$ cat src/rtl/weight_update_if.sv
// rtl/weight_update_if.sv - request/response bundle between the forward datapath and weight_update.
interface weight_update_if #(
    parameter int W_WIDTH = 21
);
    logic                      en_i;
    logic                      start_i;
    logic        [3:0]         target_i;
    logic        [20:0]        predicted_i;
    logic        [3:0]         feature_i;
    logic                      busy_o;
    logic                      done_o;
    logic signed [26:0]        grad_o;
    logic signed [W_WIDTH-1:0] weight_o;

    modport slave (
        input  en_i, start_i, target_i, predicted_i, feature_i,
        output busy_o, done_o, grad_o, weight_o
    );

    modport master (
        output en_i, start_i, target_i, predicted_i, feature_i,
        input  busy_o, done_o, grad_o, weight_o
    );
endinterface

$ cat src/rtl/weight_update.sv
// rtl/weight_update.sv - SGD weight update w -= (2*(pred-target)*x) >>> LR_SHIFT via a 4-step shift-add multiply.
// Define WEIGHT_SAT_EN to clamp the new weight instead of letting it wrap.
module weight_update #(
    parameter int                  W_WIDTH  = 21,
    parameter int                  LR_SHIFT = 4,
    parameter logic signed [W_WIDTH-1:0] W_INIT = '0
) (
    input logic         clk_i,
    input logic         rst_i,
    weight_update_if.slave bus
);
    typedef enum logic [1:0] {IDLE, ERR, MUL, UPD} state_t;

    state_t                    state_q;
    logic                      busy_q;
    logic                      done_q;
    logic        [3:0]         tgt_q;
    logic        [20:0]        pred_q;
    logic        [3:0]         feat_q;
    logic signed [21:0]        err_q;
    logic signed [25:0]        acc_q;
    logic        [1:0]         cnt_q;
    logic signed [26:0]        grad_q;
    logic signed [W_WIDTH-1:0] weight_q;

    logic signed [25:0]        err_ext_d;
    logic signed [26:0]        grad_d;
    logic signed [W_WIDTH-1:0] weight_d;

    assign err_ext_d = {{4{err_q[21]}}, err_q};
    assign grad_d    = {acc_q, 1'b0};

`ifdef WEIGHT_SAT_EN
    localparam logic signed [27:0] W_MAX = (28'sd1 <<< (W_WIDTH - 1)) - 28'sd1;
    localparam logic signed [27:0] W_MIN = -(28'sd1 <<< (W_WIDTH - 1));

    logic signed [27:0] diff_d;

    always_comb begin
        diff_d = 28'(weight_q) - (28'(grad_d) >>> LR_SHIFT);
        if (diff_d > W_MAX) begin
            weight_d = W_WIDTH'(W_MAX);
        end else if (diff_d < W_MIN) begin
            weight_d = W_WIDTH'(W_MIN);
        end else begin
            weight_d = diff_d[W_WIDTH-1:0];
        end
    end
`else
    // Truncating the shifted gradient first gives the same modulo-2^W result.
    assign weight_d = weight_q - W_WIDTH'(grad_d >>> LR_SHIFT);
`endif

    always_ff @(posedge clk_i or negedge rst_i) begin
        if (!rst_i) begin
            state_q  <= IDLE;
            busy_q   <= 1'b0;
            done_q   <= 1'b0;
            tgt_q    <= '0;
            pred_q   <= '0;
            feat_q   <= '0;
            err_q    <= '0;
            acc_q    <= '0;
            cnt_q    <= '0;
            grad_q   <= '0;
            weight_q <= W_INIT;
        end else begin
            // done is a strict one-cycle pulse, even while stalled.
            done_q <= 1'b0;
            if (bus.en_i) begin
                case (state_q)
                    IDLE: begin
                        if (bus.start_i) begin
                            tgt_q   <= bus.target_i;
                            pred_q  <= bus.predicted_i;
                            feat_q  <= bus.feature_i;
                            busy_q  <= 1'b1;
                            state_q <= ERR;
                        end
                    end
                    ERR: begin
                        err_q   <= $signed({1'b0, pred_q}) - $signed({18'b0, tgt_q});
                        acc_q   <= '0;
                        cnt_q   <= '0;
                        state_q <= MUL;
                    end
                    MUL: begin
                        if (feat_q[cnt_q]) begin
                            acc_q <= acc_q + (err_ext_d <<< cnt_q);
                        end
                        cnt_q <= cnt_q + 2'd1;
                        if (cnt_q == 2'd3) begin
                            state_q <= UPD;
                        end
                    end
                    UPD: begin
                        grad_q   <= grad_d;
                        weight_q <= weight_d;
                        done_q   <= 1'b1;
                        busy_q   <= 1'b0;
                        state_q  <= IDLE;
                    end
                    default: state_q <= IDLE;
                endcase
            end
        end
    end

    assign bus.busy_o   = busy_q;
    assign bus.done_o   = done_q;
    assign bus.grad_o   = grad_q;
    assign bus.weight_o = weight_q;
endmodule
$ cat src/flat_wrapper.sv
// flat-port wrapper written by rule: the top's interface ports become plain ports
module weight_update_flat 
#(
    parameter int                  W_WIDTH  = 21,
    parameter int                  LR_SHIFT = 4,
    parameter logic signed [W_WIDTH-1:0] W_INIT = '0
)
  (clk_i, rst_i, bus_en_i, bus_start_i, bus_target_i, bus_predicted_i, bus_feature_i, bus_busy_o, bus_done_o, bus_grad_o, bus_weight_o);
  weight_update_if #(.W_WIDTH(W_WIDTH)) bus_i ();
  input logic clk_i;
  input logic rst_i;
  input wire logic [$bits(bus_i.en_i)-1:0] bus_en_i;
  input wire logic [$bits(bus_i.start_i)-1:0] bus_start_i;
  input wire logic [$bits(bus_i.target_i)-1:0] bus_target_i;
  input wire logic [$bits(bus_i.predicted_i)-1:0] bus_predicted_i;
  input wire logic [$bits(bus_i.feature_i)-1:0] bus_feature_i;
  output wire logic [$bits(bus_i.busy_o)-1:0] bus_busy_o;
  output wire logic [$bits(bus_i.done_o)-1:0] bus_done_o;
  output wire logic [$bits(bus_i.grad_o)-1:0] bus_grad_o;
  output wire logic [$bits(bus_i.weight_o)-1:0] bus_weight_o;
  assign bus_i.en_i = bus_en_i;
  assign bus_i.start_i = bus_start_i;
  assign bus_i.target_i = bus_target_i;
  assign bus_i.predicted_i = bus_predicted_i;
  assign bus_i.feature_i = bus_feature_i;
  assign bus_busy_o = bus_i.busy_o;
  assign bus_done_o = bus_i.done_o;
  assign bus_grad_o = bus_i.grad_o;
  assign bus_weight_o = bus_i.weight_o;
  weight_update #(.W_WIDTH(W_WIDTH), .LR_SHIFT(LR_SHIFT), .W_INIT(W_INIT)) u_core (.clk_i(clk_i), .rst_i(rst_i), .bus(bus_i));
endmodule
$ cat config.mk
export PLATFORM = sky130hd
export DESIGN_NAME = weight_update_flat
export DESIGN_NICKNAME = d
export VERILOG_FILES = /design/src/rtl/weight_update_if.sv /design/src/rtl/weight_update.sv /design/src/flat_wrapper.sv
export SDC_FILE = /design/constraint.sdc
export NUM_CORES = 1
export LEC_CHECK = 0
export CELL_PAD_IN_SITES_DETAIL_PLACEMENT = 1
export CELL_PAD_IN_SITES_GLOBAL_PLACEMENT = 2
export CORE_MARGIN = 2
export CORE_UTILIZATION = 30
export DETAILED_ROUTE_END_ITERATION = 12
export PLACE_DENSITY = 0.7
export SYNTH_ARGS = -nofsm -noshare
export SYNTH_HDL_FRONTEND = slang
export SYNTH_SLANG_ARGS = --single-unit
$ cat constraint.sdc
create_clock -name clk_i -period 5.2 [get_ports clk_i]
set_clock_uncertainty 0.15 [all_clocks]
set_input_delay 1.3 -clock clk_i [delete_from_list [all_inputs] [get_ports clk_i]]
set_output_delay 1.3 -clock clk_i [all_outputs]
set_load 0.02 [all_outputs]
# == Yosys cells after proc, flatten, opt, wreduce, memory -nomap -nowiden ==
# Index checks and enable logic that the tools add are counted.
# op_classes
n_addsub,4
n_lt_le_gt_ge,1
eq_ne,7
n_shift,1
n_mux,12
reduce_logical,10
# op_table
cell,n
$pmux W26 S2,1
$add A26 B26 Y26,1
$mux W26,1
$sshl A22 B2 Y26,1
$sub A21 B4 Y22,1
$sub A21 B21 Y21,1
$reduce_and A3 Y1,4
$pmux W2 S4,1
$eq A2 B2 Y1 const B,3
$reduce_and A2 Y1,3
$mux W1,4
$mux W2,2
$ne A2 B1 Y1 const B,2
$pmux W2 S2,1
$reduce_bool A2 Y1,2
$lt A2 B3 Y1 const B,1
$add A2 B1 Y2 const B,1
$bmux W1 S2,1
$eq A2 B1 Y1 const B,1
$logic_not A2 Y1,1
$ne A2 B2 Y1 const B,1
$pmux W1 S2,1
# word_totals
register_bits,130
inputBits,33
out_inout_bits,50
elab_cells,46

# == Longest topological paths before layout ==
# logic_depth
word_depth,4
mapped_depth,15
depth_no_buf,13

# == Least setup slack after synthesis ==
# Ideal clock, no wire load.
# synth_timing
path_kind,flip-flop to flip-flop
start,register u_core.cnt_q[0]
end,register u_core.acc_q[23]
setup_ns,0.122
t_arrival_ns,3.847
required_ns,4.928
setup_slack_ns,1.082
path_stages_with_launch,13
n_path_buf,2
synth_period_minus_slack_ns,4.118
path_cell_list,dfrtp_1 > buf_1 > buf_1 > mux4_2 > ha_1 > and2_1 > and4_1 > a21oi_1 > nand2_1 > o211ai_1 > a21oi_1 > or3_1 > a32o_1
# synth_between
elab_chain_len,4
word_cells_on_any_way,8
classes_between,add/sub: 1; eq/ne: 1; shift: 1; mux: 4; reduce/logical: 1
# synth_lines
item,line,source
from (decl),weight_update.sv:22,logic [1:0] cnt_q;
from (signal assigned),weight_update.sv:91,cnt_q <= cnt_q + 2'd1;
$sshl A22 B2 Y26 / $bmux W1 S2 (equally long branches),"weight_update.sv:89, weight_update.sv:88",
$add A26 B26 Y26 / $mux W1 (equally long branches),"weight_update.sv:89, weight_update.sv:88",
$mux W26 / $ne A2 B1 Y1 (equally long branches),n/a,
$pmux W26 S2 / $reduce_and A3 Y1 (equally long branches),n/a,
to (signal assigned),weight_update.sv:89,acc_q <= acc_q + (err_ext_d <<< cnt_q);
to (decl),weight_update.sv:21,logic signed [25:0] acc_q;
# Several ways; a longest one is shown, not always the timed one. The select of a mux whose other input is x is not followed.
# A chain may end at the register's enable or synchronous reset.

# == Final worst setup path ==
# layout_timing
start,register u_core.cnt_q[0]
end,register u_core.acc_q[24]
# Same word-level chain as after synthesis.

==> flow_summary.yaml <==
cts:
  insertion_delay_ns: 0.42
  cts_num_sinks: 130
  cts.root.buffer_cell: "sky130_fd_sc_hd__clkbuf_16"
  cts.repair_timing.setup_buffer_count: 0
  postCtsResizedCells: 0
  clkTransAtPathRegs_ns: 0.06
  numCtsBuffers: 17
  cts_hold_buf: 0
  cts.htree.levels: 4
  tritoncts: "done"
  cts-root-to-sink-buffers: 2
yosys:
  netlist.area_leader.share_pct: 40.9
  synth_warnings: 0
  ys_seq_elements: 130
  synth_seq_area_share_pct: 40.9
  synth_most_common_cell: "sky130_fd_sc_hd__dfrtp_1"
  number_of_flops_mapped_to_enable_cells_by_yosys: 0
  synth.top_cells.by_area: "sky130_fd_sc_hd__dfrtp_1 (41%), sky130_fd_sc_hd__ha_1 (8.5%), sky130_fd_sc_hd__mux4_2 (5.4%)"
  ys_types: 69
  yosys_most_used_dff: "sky130_fd_sc_hd__dfrtp_1"
  syn_nets: 898
  synth_commonest_cells: "sky130_fd_sc_hd__dfrtp_1 (130), sky130_fd_sc_hd__nand2_1 (105), sky130_fd_sc_hd__o21ai_0 (82)"
  leading_area_contributor_after_synthesis: "sky130_fd_sc_hd__dfrtp_1"
  average_footprint_of_a_synthesized_cell_um2: 9.85
  async_reset_ff_share_pct: 100
  mappedNetlistArea_um2: 7960
  synth_cells: 808
timing:
  tightest_slew_ns: 0.780
  maxSlewViolCount: 0
  timing.final.ws_setup_ns: 1.17
  finalCriticalPeriod_ns: 4.03
  hold_viol: 0
  setup-tns-final_ns: 0
  maximum_frequency_from_static_timing_analysis_mhz: 248
  worst_slew_margin_rel_pct: 48.0
  tcrit_tclk_final_pct: 77.6
  report.final.setup_viol: 0
  unrepaired_setup_endpoints_after_global_routing: "false"
route:
  routed_via_density: 4.93
  via_count: 6089
  route.final.wire_length_mm: 19.8
  route.detailed.drc: 0
  drt_first_iter_violations: 279
  wl_per_cell_um: 16.0
  drtAntennaViolNets: 0
  drt_pass1_iterations: 4
floorplanning:
  die_height_um: 167
  initial_core_util_pct: 30.6
  die_area_um2: 27900
  core_region_area_um2: 26100
  dieWidth_um: 167
  std_cell_rows: 59
  boundaryPins: 83
final_layout:
  multi_input_combinational_cell_area_um2: 4420
  nFillCells: 2926
  final_nets: 977
  area_delta_synth_final_pct: 22.9
  drive_gt1_share_pct: 12.1
  register_area_um2: 3250
  num_antenna_cells: 0
worst_setup_path:
  cp_common_cell: "sky130_fd_sc_hd__a21oi_1"
  worstSetupStartpointType: "register"
  timing.critical_path.buf_inv: 2
  ff2ff_setup_slack_ns: 1.17
  critical_path.max_fanout: 17
  crit_arrival_ns: 4.24
  critical_path.endpoint_type: "register"
  timing_worst_setup_path_type: "reg -> reg"
  worst_path_largest_cell_delay_ns: 0.66
  crit_family: "simple AND/OR/NAND/NOR gates"
  critical_path.cell_chain: "buf_4 > nor3b_1 > ha_1 > inv_1 > fa_1 > nor2b_1 > o21ai_0 > nand2b_1 > a21o_1 > a21oi_1 > a21oi_1 > a31oi_1 > or4_1 > nand3_1"
  critPathSlowestCell: "sky130_fd_sc_hd__dfrtp_1"
  crit_required_ns: 5.40
power_and_ir_drop:
  ir_drop_mv: 0.270
  p_leak_uw: 0.00431
  powerDensity_nw_per_um2: 703
placed_design:
  preCtsSetupSlack_ns: 1.24
  io_buffers: 81
  routability_congestion: 0.800
  detailedPlacementHpwl_mm: 15.1
global_route:
  grt_max_degree: 80
  grt_antenna_before_repair: 0
  global_route_usage_sum_pct: 14.7
  grt_pass1_vias: 6306
  globalRouteOverflowTotal: 0
  first_pass_grt_wire_length_mm: 33.4
hold_path:
  hold_path_class: "reg -> reg"
run:
  cap_viol_max_count: 0
run_status:
  outcome: "finished, final reports clean"
==> per-layer routing <==
layer / vias to the layer above / GRT usage, % / part of all wire (%)
met4: 0 / 3.00 / 0.62
li1: 3047 / - / -
met1: 2946 / 20.9 / 51
met5: - / 0 / 0
met2: 86 / 23.3 / 46
met3: 10 / 2.83 / 2.8
==> cell type report <==
| cell class | count | area share [%] |
|---|---|---|
| Timing Repair Buffer | 92 | 9.14 |
| Clock inverter | 10 | 1.87 |
| Clock buffer | 21 | 4.60 |
| Multi-Input combinational cell | 602 | 45.2 |
| Inverter | 44 | 1.69 |
| Tap cell | 335 | 4.28 |
| Sequential cell | 130 | 33.2 |
==> report_power, final <==
part | internal, uW | total (uW) | switching (uW)
clock | 860 | 1310 | 446
sequential | 1440 | 1870 | 431
combinational | 1720 | 3710 | 1990
total | 4020 | 6880 | 2870
==> cells by family after synthesis <==
logic type / after synthesis / synth area share (%)
AO/OA/AOI/OAI: 208 / 15.9
other: 1 / 0.0471
flip-flops: 130 / 40.9
adder cells (fa/ha/maj): 57 / 9.24
AND/OR/NAND/NOR: 225 / 13.5
multiplexers: 61 / 11.2
buffers and inverters: 76 / 3.63
XOR/XNOR: 50 / 5.50
==> layout by cell type (no fill, tap or decap), drive strengths merged, types with 21 or more instances in the layout <==
master	netlist	layout
dfrtp	130	130
nand2	107	107
o21ai	84	84
clkdlybuf4s50	0	80
ha	54	54
inv	43	43
a21oi	39	39
mux2	37	37
nor2	33	33
xor2	29	29
a21o	21	21
xnor2	21	21
clkbuf	28	21
==> worst paths after layout <==
path,to,start,cells past startpoint
max,u_core.acc_q[24],u_core.cnt_q[0],14
min in group asynchronous,u_core.bus.done_o,rst_i,1
max reg2reg,u_core.acc_q[24],u_core.cnt_q[0],14
max in group asynchronous,u_core.bus.weight_o[4],rst_i,2
min reg2reg,u_core.bus.grad_o[20],u_core.bus.grad_o[20],2
min,u_core.bus.grad_o[20],u_core.bus.grad_o[20],2
==> worst min-delay path, delay by kind of cell (launching register included) <==
family             cells  cell delay, ns
AOI/OAI and AO/OA      1            0.06
DFF                    1            0.34
and+or+nand+nor        1            0.05
==> stage by stage <==
step           power [uW]  area (um2)  cells  utilization, %  hold WS (ns)
6_report             6880        9790   1234            37.6         0.325
5_1_grt              7510        9790   1234            37.6         0.341
4_1_cts              6990        9790   1234            37.6         0.334
3_5_place_dp         5630        9150   1203            35.1         0.321
3_3_place_gp         5560        9150   1203            35.1         0.312
2_1_floorplan        4490        7960    808               -         0.316
==> flip-flops by register name (all words and copies together) (netlist names) <==
signal,count
u_core.acc_q,26
u_core.bus.done_o,1
u_core.bus.busy_o,1
u_core.tgt_q,4
u_core.bus.weight_o,21
u_core.state_q,2
u_core.bus.grad_o,26
u_core.feat_q,4
u_core.pred_q,21
u_core.cnt_q,2
u_core.err_q,22
(Power assumes the default switching activity.)
